**config.mk**
```make
export PLATFORM = sky130hd
export DESIGN_NAME = mem_data_handler
export DESIGN_NICKNAME = d
export VERILOG_FILES = /design/src/rtl/mem_data_handler.sv
export SDC_FILE = /design/constraint.sdc
export NUM_CORES = 1
export LEC_CHECK = 0
export BUFFER_PORTS_ARGS = -buffer_cell sky130_fd_sc_hd__buf_2
export CAP_MARGIN = 10
export CORE_UTILIZATION = 45
export DETAILED_ROUTE_END_ITERATION = 8
export PLACE_DENSITY_LB_ADDON = 0.05
export SYNTH_ARGS = -nofsm -noshare
export SYNTH_HDL_FRONTEND = slang
export SYNTH_SLANG_ARGS = --single-unit
export TNS_END_PERCENT = 100
```
**constraint.sdc**
```tcl
create_clock -name clock -period 2.8 [get_ports clock]
set_clock_uncertainty 0.1 [all_clocks]
set_input_delay 0.28 -clock clock [delete_from_list [all_inputs] [get_ports clock]]
set_output_delay 0.28 -clock clock [all_outputs]
set_load 0.01 [all_outputs]
```
**src/rtl/mem_data_handler.sv**
```systemverilog
// Memory data handler: load extract/extend and store path with read-modify-write for sub-word stores.
// All outputs registered; one request at a time, start sampled only in IDLE.
module mem_data_handler #(
  parameter int READ_LATENCY = 2
) (
  input  logic        clock,
  input  logic        reset,
  input  logic        start,
  input  logic        op,
  input  logic [1:0]  size,
  input  logic        sign,
  input  logic [31:0] addr,
  input  logic [31:0] store_data,
  output logic [31:0] load_data,
  output logic        busy,
  output logic        done,
  output logic        error,
  output logic [31:0] mem_addr,
  output logic        mem_re,
  output logic        mem_we,
  output logic [31:0] mem_wdata,
  input  logic [31:0] mem_rdata
);

  typedef enum logic [2:0] {IDLE, RD, RD_WAIT, WR, DONE, ERR} state_t;

  localparam logic [2:0] RL = 3'(READ_LATENCY);

  state_t      state;
  logic        op_q;
  logic [1:0]  size_q;
  logic        sign_q;
  logic [31:0] addr_q;
  logic [31:0] store_data_q;
  logic [2:0]  cnt;
  logic        misaligned;

  always_comb begin
    misaligned = (size == 2'b11) ||
                 (size == 2'b01 && addr[0]) ||
                 (size == 2'b10 && addr[1:0] != 2'b00);
  end

  function automatic logic [31:0] extract(input logic [31:0] w, input logic [1:0] sz,
                                          input logic [1:0] lane, input logic sgn);
    logic [7:0]  b;
    logic [15:0] h;
    b = w[{lane, 3'b000} +: 8];
    h = w[{lane[1], 4'b0000} +: 16];
    case (sz)
      2'b00:   return {{24{sgn & b[7]}}, b};
      2'b01:   return {{16{sgn & h[15]}}, h};
      default: return w;
    endcase
  endfunction

  // Only sub-word stores reach the merge; word stores bypass the read.
  function automatic logic [31:0] merge(input logic [31:0] w, input logic [31:0] d,
                                        input logic [1:0] sz, input logic [1:0] lane);
    logic [31:0] r;
    r = w;
    if (sz == 2'b00) r[{lane, 3'b000} +: 8] = d[7:0];
    else             r[{lane[1], 4'b0000} +: 16] = d[15:0];
    return r;
  endfunction

  always_ff @(posedge clock or negedge reset) begin
    if (!reset) begin
      state        <= IDLE;
      op_q         <= 1'b0;
      size_q       <= 2'b00;
      sign_q       <= 1'b0;
      addr_q       <= '0;
      store_data_q <= '0;
      cnt          <= '0;
      load_data    <= '0;
      busy         <= 1'b0;
      done         <= 1'b0;
      error        <= 1'b0;
      mem_addr     <= '0;
      mem_re       <= 1'b0;
      mem_we       <= 1'b0;
      mem_wdata    <= '0;
    end else begin
      done      <= 1'b0;
      error     <= 1'b0;
      mem_re    <= 1'b0;
      mem_we    <= 1'b0;
      mem_wdata <= '0;
      case (state)
        IDLE: begin
          if (start) begin
            op_q         <= op;
            size_q       <= size;
            sign_q       <= sign;
            addr_q       <= addr;
            store_data_q <= store_data;
            busy         <= 1'b1;
            mem_addr     <= {2'b00, addr[31:2]};
            if (misaligned) begin
              state <= ERR;
              done  <= 1'b1;
              error <= 1'b1;
            end else if (op && size == 2'b10) begin
              state     <= WR;
              mem_we    <= 1'b1;
              mem_wdata <= store_data;
            end else begin
              state  <= RD;
              mem_re <= 1'b1;
            end
          end
        end
        RD: begin
          state <= RD_WAIT;
          cnt   <= 3'd1;
        end
        // cnt reaches RL in the cycle where mem_rdata is valid.
        RD_WAIT: begin
          if (cnt == RL) begin
            cnt <= '0;
            if (op_q) begin
              state     <= WR;
              mem_we    <= 1'b1;
              mem_wdata <= merge(mem_rdata, store_data_q, size_q, addr_q[1:0]);
            end else begin
              state     <= DONE;
              done      <= 1'b1;
              load_data <= extract(mem_rdata, size_q, addr_q[1:0], sign_q);
            end
          end else begin
            cnt <= cnt + 3'd1;
          end
        end
        WR: begin
          state <= DONE;
          done  <= 1'b1;
        end
        DONE, ERR: begin
          state    <= IDLE;
          busy     <= 1'b0;
          mem_addr <= '0;
        end
        default: state <= IDLE;
      endcase
    end
  end

endmodule

```
* Word-level counts from Yosys, hierarchy flattened *
Index checks and enable logic that the tools add are counted.

cells by class
  $add $sub $neg = 3
  equality and inequality tests = 12
  shift operators = 6
  muxes and demuxes = 38
  bitwise logic cells = 3
  reduce and logical (&&, ||, !) cells = 15

operator list
  cell                                                                     number
  32-bit 2-to-1 mux                                                        7
  32-bit case mux with 2 select lines                                      3
  32-bit bitwise mux                                                       2
  16-bit by 7-bit variable shift with 32-bit output, first input constant  1
  8-bit by 7-bit variable shift with 32-bit output, first input constant   1
  16-bit by 7-bit indexed part select with 32-bit output                   1
  32-bit by 6-bit indexed part select with 16-bit output                   1
  32-bit by 6-bit indexed part select with 8-bit output                    1
  8-bit by 7-bit indexed part select with 32-bit output                    1
  1-bit 2-to-1 mux                                                         15
  3-bit 2-to-1 mux                                                         5
  5-bit negator with 7-bit output                                          2
  3-bit case mux with 4 select lines                                       1
  3-bit by 2-bit == test with 1-bit output, second input constant          3
  3-bit == test, second input constant                                     2
  3-bit case mux with 2 select lines                                       1
  2-bit AND reduction                                                      3
  2-bit nonzero test                                                       3
  2-bit by 1-bit == test with 1-bit output, second input constant          2
  2-bit == test, second input constant                                     2
  2-bit != test, second input constant                                     2
  1-bit case mux with 2 select lines                                       2
  3-bit by 1-bit adder with 3-bit output, second input constant            1
  3-bit by 1-bit == test with 1-bit output, second input constant          1
  10 further kinds                                                         14

word-level totals
  flip-flop bits (word level) = 129
  bits of input ports = 103
  logic and storage cells = 92

* Logic depth before layout (Yosys ltp) *
Gate-level depths: netlist (run 1).

  depth after elaboration = 7
  gate-level depth with buffers = 9

* Least setup slack after synthesis (run 1) *
OpenSTA, ideal clock, no wires.

  kind = register -> register
  from = register addr_q[1]
  to = register mem_wdata[10]
  arrival time = 2.146 ns
  required time = 2.579 ns
  path slack = 0.433 ns
  stages on the path, launching flop included = 10
  path buffers = 3
  period minus slack after synthesis = 2.367 ns
  cell sequence = dfrtp_1 buf_4 buf_2 inv_1 ha_1 nor2b_1 and3_1 clkbuf_1 a221o_1 a22o_1

between the ends
  word-level cells in the longest chain between the ends = 7

ends and longest elaborated chain
  item                                                                                  line    RTL
  from (decl)                                                                           33      logic [31:0] addr_q;
  from (signal assigned)                                                                96      addr_q <= addr;
  5-bit negator with 7-bit output, on equally long branches                             63, 62
  16-bit by 7-bit indexed part select with 32-bit output, or another cell as far along  63      else r[{lane[1], 4'b0000} +: 16] = d[15:0];
  32-bit bitwise mux, on equally long branches                                          63, 62
  32-bit 2-to-1 mux (*)                                                                 62      if (sz == 2'b00) r[{lane, 3'b000} +: 8] = d[7:0];
  32-bit 2-to-1 mux (*)                                                                 122     if (op_q) begin
  32-bit 2-to-1 mux (*)                                                                 120     if (cnt == RL) begin
  32-bit case mux with 2 select lines (*)                                               90      case (state)
  to (signal assigned)                                                                  107     mem_wdata <= store_data;
  to (signal assigned)                                                                  125     mem_wdata <= merge(mem_rdata, store_data_q, size_q, addr_q[1:0]);
  to (decl)                                                                             21      output logic [31:0] mem_wdata,

Mark *: on every way between the ends. The rest lies on a longest branch, timed or not.
A chain may end at the register's enable or synchronous reset.

* Worst setup path after layout (run 1) *
  from = register state[1]
  to = register load_data[20]

between the ends
  word-level cells in the longest chain between the ends = 2

ends and longest elaborated chain
  item                                      line  RTL
  from (decl)                               29    state_t state;
  from (signal assigned)                    69    state <= IDLE;
  from (signal assigned)                    101   state <= ERR;
  from (signal assigned)                    105   state <= WR;
  3-bit by 2-bit == test with 1-bit output  90
  3-bit AND reduction (no source line)      -
  to (signal assigned)                      129   load_data <= extract(mem_rdata, size_q, addr_q[1:0], sign_q);
  to (decl)                                 14    output logic [31:0] load_data,

No other way between the ends.

==> impl_results.md, run 1 <==
- Clock slew seen by the registers of the worst setup and hold paths: 0.05 ns
- Syn Inst Count: 659
- Leading area contributor after synthesis: sky130_fd_sc_hd__dfrtp_1
- Post-synthesis to final-layout area growth: 36.1%
- Count of clock tree sinks: 127
- Critical R2R Launch: state[1]$_DFFE_PN0P_
- Part of the power in registers: 35.2%
- Category of the most critical setup path: reg2reg
- Number of endpoints failing setup at the final stage: 0
- Clock Root Buffer: sky130_fd_sc_hd__clkbuf_16
- Buffers from clock root to sink, at most: 2
- GP Congestion: 0.913
- Transition time of the tightest slew-check pin: 1.08 ns
- Part of the power in the clock network: 24.8%
- Final-layout setup total negative slack: 0 ns
- Count of vias placed by the detailed router: 6046
- X dimension of the die: 120 um
- Worst slew margin relative to its limit: 28.3%
- Most numerous cell types in the synthesized netlist: sky130_fd_sc_hd__nand2_1, sky130_fd_sc_hd__dfrtp_1, sky130_fd_sc_hd__a21oi_1, sky130_fd_sc_hd__mux2i_1, sky130_fd_sc_hd__clkbuf_1
- Slowest stage delay, CP: 0.95 ns
- Switching component of the power: 3.38 mW
- Clock latency reported for the late side of the worst-skew pair: 0.41 ns
- Die Footprint: 14400 um^2
- Clock tree from TritonCTS: done
- Number of antenna violations at the first check in global routing: 0
- Antenna Violating Nets Remaining: 0
- Highest Clock Rate: 392 MHz
- Most frequent cell after synthesis: sky130_fd_sc_hd__nand2_1
- Fraction of synthesized cell area taken by the top area cell type: 50.8%
- Post-Synthesis Cell Area: 6250 um^2
- Number of global-route vias before repair: 5962
- Start point of the critical path: state[1]$_DFFE_PN0P_
- Shortest clock period the worst path allows after layout: 2.55 ns
- Crit-path max FO: 16
- Largest net degree at the start of global routing: 57
- Total routing resource utilization after global routing: 28.6%
- Remaining design rule violation count: 0
- Sequential fraction of the synthesis area: 50.8%
- Async set or reset register ratio after synthesis: 100%
- Final net count: 1009
- Ys flop type: sky130_fd_sc_hd__dfrtp_1
- CP startpoint kind: flip-flop
- Die span in y: 120 um
- Routed wire per std cell: 18.3 um
- Count of instances resized after the clock tree is built: 0
- Number of synthesis warnings: 0
- Required time at the endpoint of the critical path: 2.94 ns
- Hold path startpoint: store_data[25]
- Number of flops mapped to enable cells by yosys: 0
- Number of iterations in the first detailed-routing pass: 5
- Total power per unit cell area: 1010 nW/um^2
- Vias per cell: 5.55
- Ordered list of cells on the worst path: nor3b_1, nand2_2, a311oi_4, a21oi_1
- Number of pins with negative max-slew slack in the final report: 0
- Inserted Clock Buffers: 17
- Port Buf Inserts: 201
- Std cell rows: 42
- Endpoint arrival time on the critical path: 2.69 ns
- Worst supply voltage drop on vdd: 0.492 mV
- Hold crit path type: in2reg
- Initial Util: 46.6%
- Count of unique library cells instantiated by Yosys: 52
- Ant diodes: 0
- Grt ovf: 0
- Final worst path period share: 91.2%
- Bufs and invs on worst path: 0
- Design Power: 8.60 mW
- Status: finished clean
- Final count of hold timing violations: 0
- Leading post-synthesis cells by cell area: sky130_fd_sc_hd__dfrtp_1, sky130_fd_sc_hd__nand2_1, sky130_fd_sc_hd__mux2i_1
- Fraction of final layout cells with drive strength greater than 1: 29.4%
- Number of synthesized register bits: 127
- Max-cap check violation count: 0
- Io pins: 204
- Number of levels the H-tree was split into: 4
- Highest-delay cell along the critical path: sky130_fd_sc_hd__a311oi_4
- Leakage power: 4.32 nW
- Total Wirelength: 19900 um
- Endpoint kind of the worst setup timing path: flip-flop
- Combinational share of power: 40.0%
- Detail Placement HPWL: 13700 um
- Unrepaired setup endpoints after global routing: no
- Switching share of power: 39.3%
- First-pass GRT wire length: 31500 um
- Detailed Route Iter0 Violations: 435
- Mapped Avg Cell Area: 9.49 um^2
- Worst path top cell family by delay: compound AO/OA/AOI/OAI gates
- Area of the placeable core: 13400 um^2
- Internal portion of total power: 5.22 mW
==> per-stage QoR <==
stage          hold WS (ns)  instance area [um^2]  std cells  setup WS (ns)  utilization (%)
5_1_grt             0.00681                  8510       1089         0.0227             63.5
3_5_place_dp          0.151                  7380       1002          0.279             55.1
6_report             0.0145                  8510       1089          0.247             63.5
3_3_place_gp          0.148                  7380       1002          0.384             55.1
2_1_floorplan        -0.116                  6250        660          0.433                -
4_1_cts             0.00244                  8510       1089          0.266             63.5
==> final cells by class <==
type | instances | area, um^2
clock buffers | 25 | 485
fillers | 1113 | 4890
well taps | 176 | 220
repair buffers | 274 | 1710
multi-input cells | 474 | 2810
clock inverters | 6 | 82.6
flip-flops and latches | 127 | 3180
inverters | 7 | 26.3
==> repair_timing <==
action	CTS	global route
hold endpoints to repair	92	0
setup endpoints to repair	0	0
hold buffers	56	0
buffers inserted	0	0
==> sequential cells by signal, summed over array words and instances, names as in the netlist <==
name          cells
addr_q            2
busy              1
cnt               3
done              1
error             1
load_data        32
mem_addr         30
mem_re            1
mem_wdata        32
mem_we            1
op_q              1
sign_q            1
size_q            2
state             3
store_data_q     16
==> worst register-to-register path, delay by kind of cell, from the launching register on <==
| kind | cells | cell delay [ns] |
|---|---|---|
| simple gates | 2 | 0.60 |
| flops | 1 | 0.57 |
| compound gates | 2 | 1.12 |
==> final timing paths <==
check	to	slack (ns)	cells after the start
worst max-delay path	load_data[20]$_DFFE_PN0P_	0.25	4
worst min-delay path	mem_wdata[25]$_DFF_PN0_	0.01	2
worst max register to register	load_data[20]$_DFFE_PN0P_	0.25	4
worst min register to register	load_data[6]$_DFFE_PN0P_	0.38	2
max in group asynchronous	addr_q[1]$_DFFE_PN0P_	1.66	3
min in group asynchronous	load_data[25]$_DFFE_PN0P_	0.25	2
==> kinds of logic (layout without fill, tap and decap cells) <==
kind of cell / after synthesis / after routing / share of synthesized area (%)
buffers and inverters: 59 / 312 / 4.36
AO/OA/AOI/OAI: 162 / 162 / 18.7
adder cells (fa/ha/maj): 5 / 5 / 1.00
other: 1 / 2 / 0.0600
flip-flops: 127 / 127 / 50.8
AND/OR/NAND/NOR: 273 / 273 / 19.8
multiplexers: 32 / 32 / 5.18
==> power groups by stage <==
| stage | combinational (mW) | sequential [mW] | clock (mW) |
|---|---|---|---|
| CTS | 3.43 | 3.01 | 2.17 |
| global route | 3.80 | 3.11 | 2.26 |
| finish | 3.44 | 3.03 | 2.13 |
| detailed placement | 3.35 | 3.04 | 0 |
| global placement | 3.29 | 2.99 | 0 |
| floorplan | 2.20 | 3.03 | 0 |
==> layer usage <==
metal	routed length (um)	global-route usage, %	vias up
li1	-	-	2805
met1	8130	35.8	2900
met2	9560	46.5	299
met3	1600	7.27	42
met4	598	13.0	0
met5	0	0	-
==> layout by cell type (no fill, tap or decap), types with 2 or more instances in the layout <==
master and count:
sky130_fd_sc_hd__inv_1 7, sky130_fd_sc_hd__nand2b_1 3, sky130_fd_sc_hd__bufinv_16 2, sky130_fd_sc_hd__nand3_1 27, sky130_fd_sc_hd__nand2_1 169, sky130_fd_sc_hd__clkinv_2 3, sky130_fd_sc_hd__nor4bb_1 2, sky130_fd_sc_hd__and3_1 9
sky130_fd_sc_hd__nand2_2 2, sky130_fd_sc_hd__dlygate4sd3_1 56, sky130_fd_sc_hd__a32oi_1 2, sky130_fd_sc_hd__o21ai_0 25, sky130_fd_sc_hd__clkbuf_8 3, sky130_fd_sc_hd__or2_2 2, sky130_fd_sc_hd__a22o_1 16, sky130_fd_sc_hd__o32ai_1 7
sky130_fd_sc_hd__dfrtp_1 126, sky130_fd_sc_hd__buf_4 17, sky130_fd_sc_hd__a221o_1 16, sky130_fd_sc_hd__ha_1 5, sky130_fd_sc_hd__a221oi_1 16, sky130_fd_sc_hd__o22ai_1 2, sky130_fd_sc_hd__o21bai_1 2, sky130_fd_sc_hd__nor2_1 22
sky130_fd_sc_hd__o211ai_1 8, sky130_fd_sc_hd__nor2b_1 6, sky130_fd_sc_hd__mux2i_1 31, sky130_fd_sc_hd__clkbuf_16 17, sky130_fd_sc_hd__and2_1 17, sky130_fd_sc_hd__a21oi_1 48, sky130_fd_sc_hd__conb_1 2, sky130_fd_sc_hd__clkbuf_1 5
sky130_fd_sc_hd__nor3_1 5, sky130_fd_sc_hd__buf_2 200, sky130_fd_sc_hd__a21oi_2 10
Note: power is estimated with default switching activity, not from simulation.
==> run 2, diff against run 1 <==
- GPL_ROUTABILITY_DRIVEN: default -> 1
- MAX_ROUTING_LAYER: default -> met4
==> impl_results.md, run 2 (synthesis results as in run 1) <==
- Total power per unit cell area: 1010 nW/um^2 (+0.11%)
- Registers with the highest flip-flop counts: load_data: 32 flops, mem_wdata: 32 flops, mem_addr: 30 flops
- First-pass GRT wire length: 31500 um (-0.16%)
- Transition time of the tightest slew-check pin: 1.09 ns (+0.0117 ns)
- Area of the placeable core: 13400 um^2 (unchanged)
- Count of instances resized after the clock tree is built: 0 (unchanged)
- Number of iterations in the first detailed-routing pass: 5 (unchanged)
- Total routing resource utilization after global routing: 29.4% (+0.83 points)
- Hold path startpoint: store_data[25]
- Vias per cell: 5.55 (about the same)
- Layer with the highest usage after global routing: met2
- Initial Util: 46.6% (unchanged)
- Clock latency reported for the late side of the worst-skew pair: 0.41 ns (about the same)
- Ant diodes: 0 (unchanged)
- Clock Root Buffer: sky130_fd_sc_hd__clkbuf_16
- Largest net degree at the start of global routing: 57 (unchanged)
- GP Congestion: 0.929 (+1.7%)
- Die Footprint: 14400 um^2 (unchanged)
- Detail Placement HPWL: 13700 um (unchanged)
- Total Wirelength: 19900 um (+0.27%)
- Buffers from clock root to sink, at most: 2 (unchanged)
- Clock tree from TritonCTS: done
- Met3 demand-to-capacity share in global routing: 6.37% (-0.90 points)
- Start point of the critical path: state[1]$_DFFE_PN0P_
- Routed wire per std cell: 18.3 um (+0.27%)
- Final-layout setup total negative slack: 0 ns (unchanged)
- Detailed Route Iter0 Violations: 483 (+11%)
- Clock slew seen by the registers of the worst setup and hold paths: 0.05 ns (about the same)
- Io pins: 204 (unchanged)
- Remaining design rule violation count: 0 (unchanged)
- Worst supply voltage drop on vdd: 0.492 mV (about the same)
- Category of the most critical setup path: reg2reg
- Number of levels the H-tree was split into: 4 (unchanged)
- Multi-input gate area in the final layout: 2810 um^2 (unchanged)
- Number of antenna violations at the first check in global routing: 0 (unchanged)
- Max-cap check violation count: 0 (unchanged)
- Crit-path max FO: 16 (unchanged)
- X dimension of the die: 120 um (unchanged)
- Hold path depth: 2 (unchanged)
- Shortest clock period the worst path allows after layout: 2.57 ns (+0.0171 ns)
- Highest Clock Rate: 389 MHz (-0.67%)
- Final count of hold timing violations: 0 (unchanged)
- Hold crit path type: in2reg
- Port Buf Inserts: 201 (unchanged)
- Required time at the endpoint of the critical path: 2.94 ns (about the same)
- Antenna Violating Nets Remaining: 0 (unchanged)
- Number of pins with negative max-slew slack in the final report: 0 (unchanged)
- PnR worst setup slack: 0.230 ns (-0.0171 ns)
- Worst slew margin relative to its limit: 27.5% (-0.78 points)
- Endpoint kind of the worst setup timing path: flip-flop
- Unrepaired setup endpoints after global routing: no
- Filler instances: 1113 (unchanged)
- Most common library cell in the layout ignoring fill and taps: sky130_fd_sc_hd__buf_2
- Final worst path period share: 91.8% (+0.61 points)
- Grt ovf: 0 (unchanged)
- Worst-case setup slack after placement: 0.279 ns (unchanged)
- Number of global-route vias before repair: 5972 (+0.17%)
- Fraction of final layout cells with drive strength greater than 1: 29.4% (unchanged)
- Inserted Clock Buffers: 17 (unchanged)
- Worst-case hold path end point: mem_wdata[25]$_DFF_PN0_
- Die span in y: 120 um (unchanged)
- CP startpoint kind: flip-flop
- Critical R2R Launch: state[1]$_DFFE_PN0P_
- Final net count: 1009 (unchanged)
- Most used cells in the layout excluding fill and tap cells: sky130_fd_sc_hd__buf_2, sky130_fd_sc_hd__nand2_1, sky130_fd_sc_hd__dfrtp_1
- Status: finished clean
- Met2 Track Usage GR: 46.5% (about the same)
- Std cell rows: 42 (unchanged)
- Reg-to-reg critical path endpoint: load_data[20]$_DFFE_PN0P_
- Depth of the worst register-to-register path: 4 (unchanged)
- Count of vias placed by the detailed router: 6043 (-0.050%)
- Slack of the worst reg-to-reg path: 0.23 ns (-0.02 ns)
- Count of clock tree sinks: 127 (unchanged)
- Endpoint arrival time on the critical path: 2.71 ns (+0.02 ns)
- Global Route met1 Usage: 36.3% (+0.50 points)
- Number of endpoints failing setup at the final stage: 0 (unchanged)
- Area occupied by registers: 3180 um^2 (unchanged)
- Leakage power: 4.32 nW (unchanged)
- Post-synthesis to final-layout area growth: 36.1% (unchanged)
==> run 2: cell counts in the layout (fill, tap and decap cells not counted) <==
No cell type changed its count.
==> run 2: repair_timing <==
| item | 4_1_cts | 5_1_grt |
|---|---|---|
| setup buffers | 0 | 0 |
| endpoints found under the hold margin | 92 | 0 |
| setup endpoints to repair | 0 | 0 |
| hold buffers | 56 | 0 |
==> run 2: worst max path at each step <==
| stage | to | slack, ns |
|---|---|---|
| 6_report | load_data[20]$_DFFE_PN0P_ | 0.23 |
| 5_1_grt | load_data[18]$_DFFE_PN0P_ | 0.02 |
| 4_1_cts | load_data[20]$_DFFE_PN0P_ | 0.27 |
| 3_5_place_dp | load_data[19]$_DFFE_PN0P_ | 0.28 |
| 3_3_place_gp | load_data[30]$_DFFE_PN0P_ | 0.38 |
| 2_1_floorplan | mem_wdata[10]$_DFF_PN0_ | 0.43 |
==> run 2: worst max-delay path, stage by stage (launching register included) <==
cell and delay (ns):
sky130_fd_sc_hd__dfrtp_1 0.58, sky130_fd_sc_hd__nor3b_1 0.45, sky130_fd_sc_hd__nand2_2 0.15, sky130_fd_sc_hd__a311oi_4 0.95, sky130_fd_sc_hd__a21oi_1 0.16
==> run 2: final cells by class <==
cell class                 instances  share of cell area (%)
clock buffer                      25                    5.71
clock inverter                     6                   0.970
inverter                           7                   0.309
multi-input combinational        474                    33.0
sequential                       127                    37.4
tap                              176                    2.59
timing repair buffer             274                    20.1
==> run 2: metal layers <==
| metal | vias up | routed length (um) | share of wire [%] |
|---|---|---|---|
| met5 | - | 0 | 0 |
| met4 | 0 | 634 | 3.2 |
| met3 | 49 | 1440 | 7.2 |
| met2 | 303 | 9560 | 48 |
| met1 | 2886 | 8310 | 42 |
| li1 | 2805 | - | - |
==> run 2: stage by stage <==
stage          utilization [%]  cell area [um^2]  instances  power, mW  hold slack [ns]
2_1_floorplan                -              6250        660       5.23           -0.116
3_3_place_gp              55.1              7380       1002       6.29            0.148
3_5_place_dp              55.1              7380       1002       6.39            0.151
4_1_cts                   63.5              8510       1089       8.61          0.00244
5_1_grt                   63.5              8510       1089       9.17          0.00681
6_report                  63.5              8510       1089       8.61           0.0124
==> run 2: report_power, final <==
group | leakage [nW] | total (mW) | switching, mW | internal (mW)
sequential | 1.61 | 3.03 | 0.579 | 2.45
combinational | 2.43 | 3.44 | 2.05 | 1.39
clock | 0.277 | 2.14 | 0.765 | 1.37
total | 4.32 | 8.61 | 3.39 | 5.22
==> run 3, diff against run 2 <==
- RECOVER_POWER: default -> 25
==> impl_results.md, run 3 (synthesis results as in run 1) <==
- Initial Util: 46.6% (unchanged)
- Most used cells in the layout excluding fill and tap cells: sky130_fd_sc_hd__buf_2, sky130_fd_sc_hd__nand2_1, sky130_fd_sc_hd__dfrtp_1
- Die Footprint: 14400 um^2 (unchanged)
- Hold path depth: 2 (unchanged)
- Antenna Violating Nets Remaining: 0 (unchanged)
- Std cell rows: 42 (unchanged)
- Clock tree from TritonCTS: done
- Final-layout setup total negative slack: 0 ns (unchanged)
- Endpoint kind of the worst setup timing path: flip-flop
- Inserted Clock Buffers: 17 (unchanged)
- Clock slew seen by the registers of the worst setup and hold paths: 0.05 ns (about the same)
- Number of global-route vias before repair: 5972 (unchanged)
- Port Buf Inserts: 201 (unchanged)
- Failing checks: capacitance limit, slew limit
- Clock latency reported for the late side of the worst-skew pair: 0.41 ns (about the same)
- Area of the placeable core: 13400 um^2 (unchanged)
- Detail Placement HPWL: 13700 um (unchanged)
- X dimension of the die: 120 um (unchanged)
- CP startpoint kind: flip-flop
- Slowest stage delay, CP: 0.95 ns (about the same)
- Highest-delay cell along the critical path: sky130_fd_sc_hd__a311oi_4
- GP Congestion: 0.929 (unchanged)
- Count of vias placed by the detailed router: 6029 (-0.23%)
- Status: finished, violations left
- Hold crit path type: in2reg
- Depth of the worst register-to-register path: 4 (unchanged)
- Total power per unit cell area: 1010 nW/um^2 (about the same)
- Final worst path period share: 91.5% (-0.32 points)
- Hold path startpoint: store_data[25]
- Ant diodes: 0 (unchanged)
- Design Power: 8.61 mW (about the same)
- Fraction of final layout cells with drive strength greater than 1: 29.2% (-0.11 points)
- Post CTS Setup Buffer Count: 0 (unchanged)
- Vias per cell: 5.54 (-0.23%)
- Slack of the worst reg-to-reg path: 0.24 ns (about the same)
- Number of hold-repair buffers added at the cts stage: 56 (unchanged)
- Worst-case setup slack after placement: 0.279 ns (unchanged)
- Grt ovf: 0 (unchanged)
- Number of iterations in the first detailed-routing pass: 5 (unchanged)
- Highest Clock Rate: 390 MHz (+0.35%)
- Registers with the highest flip-flop counts: load_data: 32 flops, mem_wdata: 32 flops, mem_addr: 30 flops
- Routed wire per std cell: 18.3 um (about the same)
- Number of endpoints failing setup at the final stage: 0 (unchanged)
- Shortest clock period the worst path allows after layout: 2.56 ns (-0.00902 ns)
- Number of antenna violations at the first check in global routing: 0 (unchanged)
- Total Wirelength: 19900 um (about the same)
- Worst-case hold path end point: mem_wdata[25]$_DFF_PN0_
- Count of instances resized after the clock tree is built: 0 (unchanged)
- Worst supply voltage drop on vdd: 0.492 mV (about the same)
- Leakage power: 4.32 nW (about the same)
- Transition time of the tightest slew-check pin: 1.83 ns (+0.743 ns)
- Remaining design rule violation count: 0 (unchanged)
- Number of levels the H-tree was split into: 4 (unchanged)
- Final count of hold timing violations: 0 (unchanged)
- Post-synthesis to final-layout area growth: 36.0% (about the same)
- Final net count: 1009 (unchanged)
- First-pass GRT wire length: 31500 um (unchanged)
- Number of pins with negative max-slew slack in the final report: 33 (+33)
- Max-cap check violation count: 1 (+1)
- Die span in y: 120 um (unchanged)
- Reg-to-reg critical path endpoint: load_data[20]$_DFFE_PN0P_
- Most common library cell in the layout ignoring fill and taps: sky130_fd_sc_hd__buf_2
- Buffers from clock root to sink, at most: 2 (unchanged)
- Crit-path max FO: 16 (unchanged)
- Ordered list of cells on the worst path: nor3b_1, nand2_2, a311oi_4, a21oi_1
- Category of the most critical setup path: reg2reg
- Endpoint arrival time on the critical path: 2.70 ns (about the same)
- Util after Layout: 63.5% (about the same)
- Count of clock tree sinks: 127 (unchanged)
- Worst path top cell family by delay: compound AO/OA/AOI/OAI gates
- Detailed Route Iter0 Violations: 483 (unchanged)
- Largest net degree at the start of global routing: 57 (unchanged)
- Total routing resource utilization after global routing: 29.4% (unchanged)
- Critical R2R Launch: state[1]$_DFFE_PN0P_
- Final cell count without fillers: 1089 (unchanged)
- Cell count after placement: 1002 (unchanged)
- Clock Root Buffer: sky130_fd_sc_hd__clkbuf_16
- Unrepaired setup endpoints after global routing: no
- Io pins: 204 (unchanged)
- Worst slew margin relative to its limit: -22.0% (-50 points)
- Bufs and invs on worst path: 0 (unchanged)
- PnR worst setup slack: 0.239 ns (+0.00902 ns)
- Required time at the endpoint of the critical path: 2.94 ns (about the same)
[run 3: cell count changes in the layout (fill, tap and decap cells not counted), sizes merged]
| cell | before | now |
|---|---|---|
| clkbuf | 25 | 27 |
| buf | 218 | 216 |
[run 3: report_power, final]
part	internal, mW	switching (mW)	leakage [nW]	total (mW)
Clock	1.37	0.765	0.277	2.14
Combinational	1.39	2.05	2.42	3.44
Sequential	2.45	0.579	1.61	3.03
Total	5.22	3.39	4.32	8.61
[run 3: worst max-delay path by stage]
stage                               start                         to  slack (ns)  cells past startpoint
floorplan           addr_q[1]$_DFFE_PN0P_    mem_wdata[10]$_DFF_PN0_        0.43                      9
global placement     state[1]$_DFFE_PN0P_  load_data[30]$_DFFE_PN0P_        0.38                      4
detailed placement   state[1]$_DFFE_PN0P_  load_data[19]$_DFFE_PN0P_        0.28                      4
CTS                  state[1]$_DFFE_PN0P_  load_data[20]$_DFFE_PN0P_        0.27                      4
global route         state[1]$_DFFE_PN0P_  load_data[18]$_DFFE_PN0P_        0.02                      4
finish               state[1]$_DFFE_PN0P_  load_data[20]$_DFFE_PN0P_        0.24                      4
[run 3: cell type report]
type / instances / area (um^2)
clock buffer: 25 / 485
timing repair buffer: 274 / 1700
sequential: 127 / 3180
clock inverter: 6 / 82.6
multi-input combinational: 474 / 2810
tap: 176 / 220
fill: 1116 / 4900
inverter: 7 / 26.3
[run 3: per-layer routing]
layer  track usage, %  share of wire, %  vias to the layer above
li1                 -                 -                     2802
met1             36.3                41                     2875
met2             46.5                48                      303
met3             6.37               7.6                       49
met4             13.1               3.2                        0
met5                -                 0                        -
[run 3: metrics by stage]
| step | instance area (um^2) | hold slack (ns) |
|---|---|---|
| after floorplan | 6250 | -0.116 |
| after global placement | 7380 | 0.148 |
| after detailed placement | 7380 | 0.151 |
| after CTS | 8510 | 0.00244 |
| after global routing | 8500 | 0.00681 |
| final | 8500 | 0.0125 |
